`src/rtl/multi_btn_debouncer.sv`:
```
// multi_btn_debouncer: N-channel synchronised, tick-sampled push-button debouncer with
// a clean level plus one-cycle press, release and long-press pulses per channel.
module multi_btn_debouncer #(
  parameter int N_CH         = 4,
  parameter int TICK_DIV     = 100000,
  parameter int STABLE_TICKS = 10,
  parameter int LONG_TICKS   = 1000
) (
  input  logic            clk,
  input  logic            rst,
  input  logic [N_CH-1:0] btn,
  output logic [N_CH-1:0] level,
  output logic [N_CH-1:0] press,
  output logic [N_CH-1:0] release_p,
  output logic [N_CH-1:0] long_press
);
  localparam int TW = $clog2(TICK_DIV);
  localparam int SW = $clog2(STABLE_TICKS + 1);
  localparam int HW = $clog2(LONG_TICKS + 1);
  localparam logic [TW-1:0] TICK_MAX = TW'(TICK_DIV - 1);
  localparam logic [SW-1:0] STABLE_N = SW'(STABLE_TICKS);
  localparam logic [HW-1:0] LONG_N   = HW'(LONG_TICKS);
  typedef enum logic [1:0] {LOW, WAIT_HIGH, HIGH, WAIT_LOW} state_t;
  logic [TW-1:0]   tcnt_q, tcnt_d;
  logic [N_CH-1:0] sync1_q, sync2_q;
  logic            tick;
  always_comb begin
    tick   = tcnt_q == TICK_MAX;
    tcnt_d = tick ? '0 : tcnt_q + 1'b1;
  end
  always_ff @(posedge clk) begin
    if (!rst) begin
      tcnt_q  <= '0;
      sync1_q <= '0;
      sync2_q <= '0;
    end else begin
      tcnt_q  <= tcnt_d;
      sync1_q <= btn;
      sync2_q <= sync1_q;
    end
  end
  for (genvar i = 0; i < N_CH; i++) begin : g_ch
    state_t        st_q, st_d;
    logic [SW-1:0] cnt_q, cnt_d;
    logic [HW-1:0] hold_q, hold_d;
    logic          fired_q, fired_d, prs_q, prs_d, rls_q, rls_d, lng_q, lng_d;
    logic          s;
    always_comb begin
      s       = sync2_q[i];
      st_d    = st_q;
      cnt_d   = cnt_q;
      hold_d  = hold_q;
      fired_d = fired_q;
      prs_d   = 1'b0;
      rls_d   = 1'b0;
      lng_d   = 1'b0;
      if (tick) begin
        case (st_q)
          LOW: begin
            st_d  = s ? WAIT_HIGH : LOW;
            cnt_d = s ? SW'(1) : '0;
          end
          WAIT_HIGH: begin
            if (!s) begin
              st_d  = LOW;
              cnt_d = '0;
            end else if (cnt_q + 1'b1 == STABLE_N) begin
              st_d    = HIGH;
              cnt_d   = '0;
              prs_d   = 1'b1;
              hold_d  = '0;
              fired_d = 1'b0;
            end else cnt_d = cnt_q + 1'b1;
          end
          HIGH: begin
            if (s) begin
              hold_d  = (hold_q == LONG_N) ? hold_q : hold_q + 1'b1;
              lng_d   = (hold_d == LONG_N) && !fired_q;
              fired_d = fired_q || lng_d;
            end else begin
              st_d  = WAIT_LOW;
              cnt_d = SW'(1);
            end
          end
          WAIT_LOW: begin
            // hold count and fired flag survive a bounce back to HIGH
            if (s) begin
              st_d  = HIGH;
              cnt_d = '0;
            end else if (cnt_q + 1'b1 == STABLE_N) begin
              st_d  = LOW;
              cnt_d = '0;
              rls_d = 1'b1;
            end else cnt_d = cnt_q + 1'b1;
          end
        endcase
      end
    end
    always_ff @(posedge clk) begin
      if (!rst) begin
        st_q    <= LOW;
        cnt_q   <= '0;
        hold_q  <= '0;
        fired_q <= 1'b0;
        prs_q   <= 1'b0;
        rls_q   <= 1'b0;
        lng_q   <= 1'b0;
      end else begin
        st_q    <= st_d;
        cnt_q   <= cnt_d;
        hold_q  <= hold_d;
        fired_q <= fired_d;
        prs_q   <= prs_d;
        rls_q   <= rls_d;
        lng_q   <= lng_d;
      end
    end
    assign level[i]      = (st_q == HIGH) || (st_q == WAIT_LOW);
    assign press[i]      = prs_q;
    assign release_p[i]  = rls_q;
    assign long_press[i] = lng_q;
  end
endmodule

```
`config.mk`:
```
export PLATFORM = sky130hd
export DESIGN_NAME = multi_btn_debouncer
export DESIGN_NICKNAME = d
export VERILOG_FILES = /design/src/rtl/multi_btn_debouncer.sv
export SDC_FILE = /design/constraint.sdc
export NUM_CORES = 1
export LEC_CHECK = 0
export CAP_MARGIN = 20
export CORE_MARGIN = 1.5
export CORE_UTILIZATION = 60
export CTS_BUF_LIST = sky130_fd_sc_hd__clkbuf_16
export CTS_CLUSTER_DIAMETER = 30
export DETAILED_ROUTE_END_ITERATION = 6
export GPL_TIMING_DRIVEN = 0
export PLACE_DENSITY = 0.79
export SETUP_SLACK_MARGIN = 0.3
export SYNTH_ARGS = -nofsm -noshare
export SYNTH_HDL_FRONTEND = slang
export SYNTH_SLANG_ARGS = --single-unit
```
`constraint.sdc`:
```
create_clock -name clk -period 5.29 [get_ports clk]
set_clock_uncertainty 0.1 [all_clocks]
set_input_delay 1.3225 -clock clk [delete_from_list [all_inputs] [get_ports clk]]
set_output_delay 1.3225 -clock clk [all_outputs]
set_load 0.1 [all_outputs]
```
### After elaboration in Yosys (flattened, before gate mapping)

Cells that the tools add are included.

| storage, ports and cells | value |
|---|---|
| register bits after elaboration | 105 |
| input bits | 6 |
| output and inout port bits | 16 |

| cells by class | value |
|---|---|
| add/sub/neg operators | 9 |
| equality and inequality tests | 49 |
| muxes and demuxes | 92 |
| bitwise logic cells | 6 |
| reduce and logical (&&, ||, !) cells | 49 |

Operator list:

| cell | number |
|---|---|
| 2-to-1 mux 10 bit | 16 |
| == test 10 bit, second input constant | 8 |
| case mux 10 bit (2 select lines) | 4 |
| 2-to-1 mux 4 bit | 16 |
| case mux 4 bit (4 select lines) | 4 |
| AND reduction 4 bit | 12 |
| adder 10 x 1 -> 10 bit, second input constant | 4 |
| 2-to-1 mux 2 bit | 20 |
| inequality test 2 bit, second input constant | 16 |
| case mux 2 bit (4 select lines) | 4 |
| 2-to-1 mux 1 bit | 24 |
| inequality test 3 bit, second input constant | 8 |
| AND reduction 5 bit | 4 |
| adder 17 x 1 -> 17 bit, second input constant | 1 |
| == test 17 bit, second input constant | 1 |
| adder 4 x 1 -> 4 bit, second input constant | 4 |
| == test 2 bit, second input constant | 8 |
| == test 4 bit, second input constant | 4 |
| OR reduction 4 bit | 4 |
| == test 2 x 1 -> 1 bit, second input constant | 4 |
| zero test 2 bit | 4 |
| logical OR 1 bit | 8 |
| case mux 1 bit (2 select lines) | 4 |
| AND reduction 2 bit | 4 |
| other kinds (5) | 19 |

### Longest topological paths before layout

| logic depth | value |
|---|---|
| depth after elaboration | 7 |
| mapped depth | 9 |
| gate-level depth less buffers | 8 |

### Worst setup path after synthesis

Ideal clock, no wire load.

| timing | value |
|---|---|
| path type | reg-to-output |
| start point | register with a tool-made name |
| end point | output level[3] |
| data arrival time | 1.467 ns |
| data required time | 3.868 ns |
| path slack | 2.400 ns |
| cell stages (with the launch flop) | 3 |
| path buffers | 2 |
| cell sequence | dfxtp_1 clkbuf_1 clkbuf_1 |

RTL lines:

| element | line | text |
|---|---|---|
| end: declaration | 12 | `output logic [N_CH-1:0] level,` |

==> results_dict.tcl <==
set metrics [dict create \
    run_status "completed" \
    detailroute.via_count 5526 \
    detail_route.drc_violations 0 \
    cp_max_fo 10 \
    p_per_area_nw_per_um2 221 \
    final.min_clock_period_ns 3.74 \
    dieArea_sq_um 10600 \
    path_common_cell "sky130_fd_sc_hd__clkbuf_1" \
    floorplan.core_area_sq_um 9730 \
    synth_top_flop_cell "sky130_fd_sc_hd__dfxtp_1" \
    max_slew_margin 0.339 \
    ys_ff_latch 105 \
    detailedRoute.firstIterationViolations 375 \
    timing.critical_path.cells "clkbuf_1 -> clkbuf_1 -> clkdlybuf4s50_1" \
    tritoncts_num_sinks 105 \
    worst_pin_slew_ns 0.984 \
    sequential_area_share_after_synthesis 0.350 \
    synth_compound_gate_area_share 0.156 \
    design.final.nets 814 \
    starting_density_of_the_core 0.618 \
    ant_nets 0 \
    clock_latency_on_the_worst_skew_pair_ns 0.35 \
    initial_antenna_violation_count 0 \
    yosysWarningCount 0 \
    netlist-cell-type-count 69 \
    die_width_um 103 \
    muxShareOfSynthArea 0.00666 \
    critical_path.endpoint_type "primary output" \
    worst_ep_required_time_ns 3.87 \
    cap_viol_max_count 0 \
    hold_slack_ns 0.333 \
    internal_power_mw 1.17 \
    syn-instance-count 759 \
    power.share.sequential 0.541 \
    cts_repair_resized_insts 0 \
    port_buffers 20 \
    synth_edf_count 0 \
    finalMaxSlewViolations 0 \
    share_clk_of_total_power 0.435 \
    first_global_vias 4889 \
    min-delay-path-class "register to register" \
    postSynth.asyncResetShare 0 \
    routed_wl_um 13800 \
    mean_instance_size_in_the_synthesized_netlist_sq_um 7.92 \
    wire_per_inst_um 14.9 \
    dieHeight_um 103 \
    std_cell_rows 36 \
    synth_simple_gate_area_share 0.335 \
    cp_top_family "buffers and inverters" \
    rsz0062_at_grt "false" \
    fmax_mhz 268 \
    criticalPathCategory "register to primary output" \
    startpoint_type "register" \
    grt_total_ovfl 0 \
    path_buf_inv 3 \
    max-vdd-ir-drop_uv 158 \
    timing.final.hold_violations 0 \
    critical_path.slowest_cell "sky130_fd_sc_hd__clkdlybuf4s50_1" \
    largest_family_of_logic_cells_by_synthesized_area "simple AND/OR/NAND/NOR gates" \
    h-tree-depth 3 \
    critical_path.max_stage_delay_ns 1.12 \
    cts.reportedPaths.clkPinSlew_ns 0.07 \
    drt_first_pass_iters 6 \
    synth_adder_area_share 0.0354 \
    grt_first_pass_wirelength_um 22700 \
    n_antenna_cell 0 \
    portion_of_the_clock_cycle_consumed_by_the_worst_path_in_the_final_layout 0.706 \
    timing.critical_path.arrival_ns 2.31 \
    layout-drive-gt1-share 0.0666 \
    netSwitchingFraction 0.209 \
    floorplan.io_pins 22 \
    cts.repair_timing.setup_buffer_count 0 \
    total_switching_power_uw 309 \
    syn-num-nets 782 \
    global_route.usage.total 0.268 \
    cts-buffers-inserted 9 \
    dpl.hpwl_um 9900 \
    synthXorXnorAreaFrac 0.0598 \
    cts_root_buffer "sky130_fd_sc_hd__clkbuf_16" \
    timing.setup.tns_ns 0 \
    area.growth.synth_to_final_pct 10.8 \
    cts_hold_buf 0 \
    gp_congestion 0.916 \
    cts_tree "built" \
    grt_max_degree 16 \
    detail_route.vias_per_cell 5.95 \
    leakage_power_nw 2.28 \
    post_synth_instance_area_sq_um 6010 \
    final_report_setup_violation_count 0 \
    comb_pwr_share 0.024 \
    clk_path_buf_depth 2 \
]
## cell usage in the layout, fill, tap and decap left out, drive strengths merged, types with 4 or more instances in the layout
cell / netlist / routed
a211oi: 4 / 4
a21boi: 15 / 15
a21oi: 33 / 33
a31oi: 9 / 9
and2: 23 / 23
and3: 12 / 12
and4: 4 / 4
buf: 16 / 17
clkbuf: 37 / 46
clkdlybuf4s50: 0 / 20
dfxtp: 105 / 105
ha: 17 / 17
inv: 26 / 29
mux2i: 4 / 4
nand2: 82 / 82
nand2b: 9 / 9
nand3: 44 / 44
nand4: 26 / 26
nand4b: 5 / 5
nor2: 68 / 68
nor2b: 17 / 17
nor3: 15 / 15
nor3b: 9 / 9
nor4: 15 / 15
o211a: 4 / 4
o211ai: 4 / 4
o21ai: 40 / 40
o31ai: 5 / 5
or2: 6 / 6
or3: 9 / 9
or3b: 4 / 4
or4: 6 / 6
xnor2: 17 / 17
xor2: 24 / 24
## metal layers
metal / up-vias / track usage / wire, um
met2: 166 / 0.449 / 6770
li1: 2749 / - / -
met5: - / 0 / 0
met1: 2594 / 0.354 / 6140
met3: 17 / 0.0325 / 698
met4: 0 / 0.102 / 209
## cell type report
| class | count | area [sq um] |
|---|---|---|
| Tap cell | 133 | 166 |
| Sequential cell | 105 | 2100 |
| Clock buffer | 9 | 225 |
| Multi-Input combinational cell | 575 | 3560 |
| Fill cell | 821 | 3070 |
| Timing Repair Buffer | 21 | 205 |
| Inverter | 26 | 97.6 |
| Clock inverter | 7 | 55.1 |
| Buffer | 53 | 249 |
## cells in the mapped netlist, types with 3 or more instances
master                       n  area, sq um
sky130_fd_sc_hd__dfxtp_1   105         2100
sky130_fd_sc_hd__nand2_1    82          308
sky130_fd_sc_hd__nor2_1     68          255
sky130_fd_sc_hd__nand3_1    44          220
sky130_fd_sc_hd__o21ai_0    39          195
sky130_fd_sc_hd__clkbuf_1   36          135
sky130_fd_sc_hd__a21oi_1    33          165
sky130_fd_sc_hd__inv_1      26         97.6
sky130_fd_sc_hd__nand4_1    25          156
sky130_fd_sc_hd__xor2_1     24          210
sky130_fd_sc_hd__and2_1     23          144
sky130_fd_sc_hd__ha_1       17          213
sky130_fd_sc_hd__nor2b_1    17          106
sky130_fd_sc_hd__xnor2_1    17          149
sky130_fd_sc_hd__a21boi_0   15          113
sky130_fd_sc_hd__nor3_1     15         75.1
sky130_fd_sc_hd__nor4_1     13         81.3
sky130_fd_sc_hd__and3_1     12         75.1
sky130_fd_sc_hd__buf_4      12         90.1
sky130_fd_sc_hd__a31oi_1     9         56.3
sky130_fd_sc_hd__nand2b_1    9         56.3
sky130_fd_sc_hd__nor3b_1     9         67.6
sky130_fd_sc_hd__or3_1       9         56.3
sky130_fd_sc_hd__or2_2       6         37.5
sky130_fd_sc_hd__or4_1       6         45.0
sky130_fd_sc_hd__nand4b_1    5         43.8
sky130_fd_sc_hd__and4_1      4         35.0
sky130_fd_sc_hd__mux2i_1     4         40.0
sky130_fd_sc_hd__o211a_1     4         40.0
sky130_fd_sc_hd__o211ai_1    4         30.0
sky130_fd_sc_hd__o31ai_1     4         30.0
sky130_fd_sc_hd__or3b_2      4         35.0
sky130_fd_sc_hd__a31o_2      3         26.3
sky130_fd_sc_hd__and3b_1     3         26.3
sky130_fd_sc_hd__buf_2       3         15.0
sky130_fd_sc_hd__nand3b_1    3         22.5
sky130_fd_sc_hd__nor4b_1     3         26.3
sky130_fd_sc_hd__nor4bb_1    3         30.0
sky130_fd_sc_hd__o22ai_1     3         18.8
## flip-flops by register name, summed over array words and instances (netlist names), named ones only
name          flops
g_ch.prs_q        4
g_ch.fired_q      4
g_ch.hold_q      40
g_ch.lng_q        4
g_ch.cnt_q       16
tcnt_q           17
sync1_q           4
g_ch.rls_q        4
sync2_q           4
g_ch.st_q         4
## kinds of logic (layout without fill, tap and decap cells)
logic type      count (synthesis)  after routing
simple gates                  371            371
compound gates                142            142
flops                         105            105
buf+inv                        79            116
xor+xnor                       41             41
fa+ha+maj                      17             17
mux                             4              4
## final timing paths
kind	start	endpoint	slack, ns	cells after the start
worst max-delay path	register	level[3]	1.55	3
worst min-delay path	sync1_q[2]	sync2_q[2]	0.33	1
worst max register to register	tcnt_q[8]	g_ch[0].rls_q	1.75	7
worst min register to register	sync1_q[2]	sync2_q[2]	0.33	1
## stage by stage
step                std cells  setup WS [ns]   util  instance area (sq um)  power (mW)
floorplan                 759           2.40      -                   6010       0.837
global placement          912           1.89  0.655                   6370       0.850
detailed placement        913           1.79  0.656                   6380       0.851
CTS                       929           1.56  0.685                   6660        1.48
global route              929           1.48  0.685                   6660        1.52
finish                    929           1.55  0.685                   6660        1.47
## power by group through the flow
stage / registers [mW] / clock network (mW) / logic, mW
finish: 0.798 / 0.642 / 0.0353
global route: 0.798 / 0.684 / 0.0390
floorplan: 0.815 / 0 / 0.0220
CTS: 0.798 / 0.650 / 0.0351
detailed placement: 0.816 / 0 / 0.0349
global placement: 0.816 / 0 / 0.0343
Note: power is estimated with default switching activity, not from simulation.
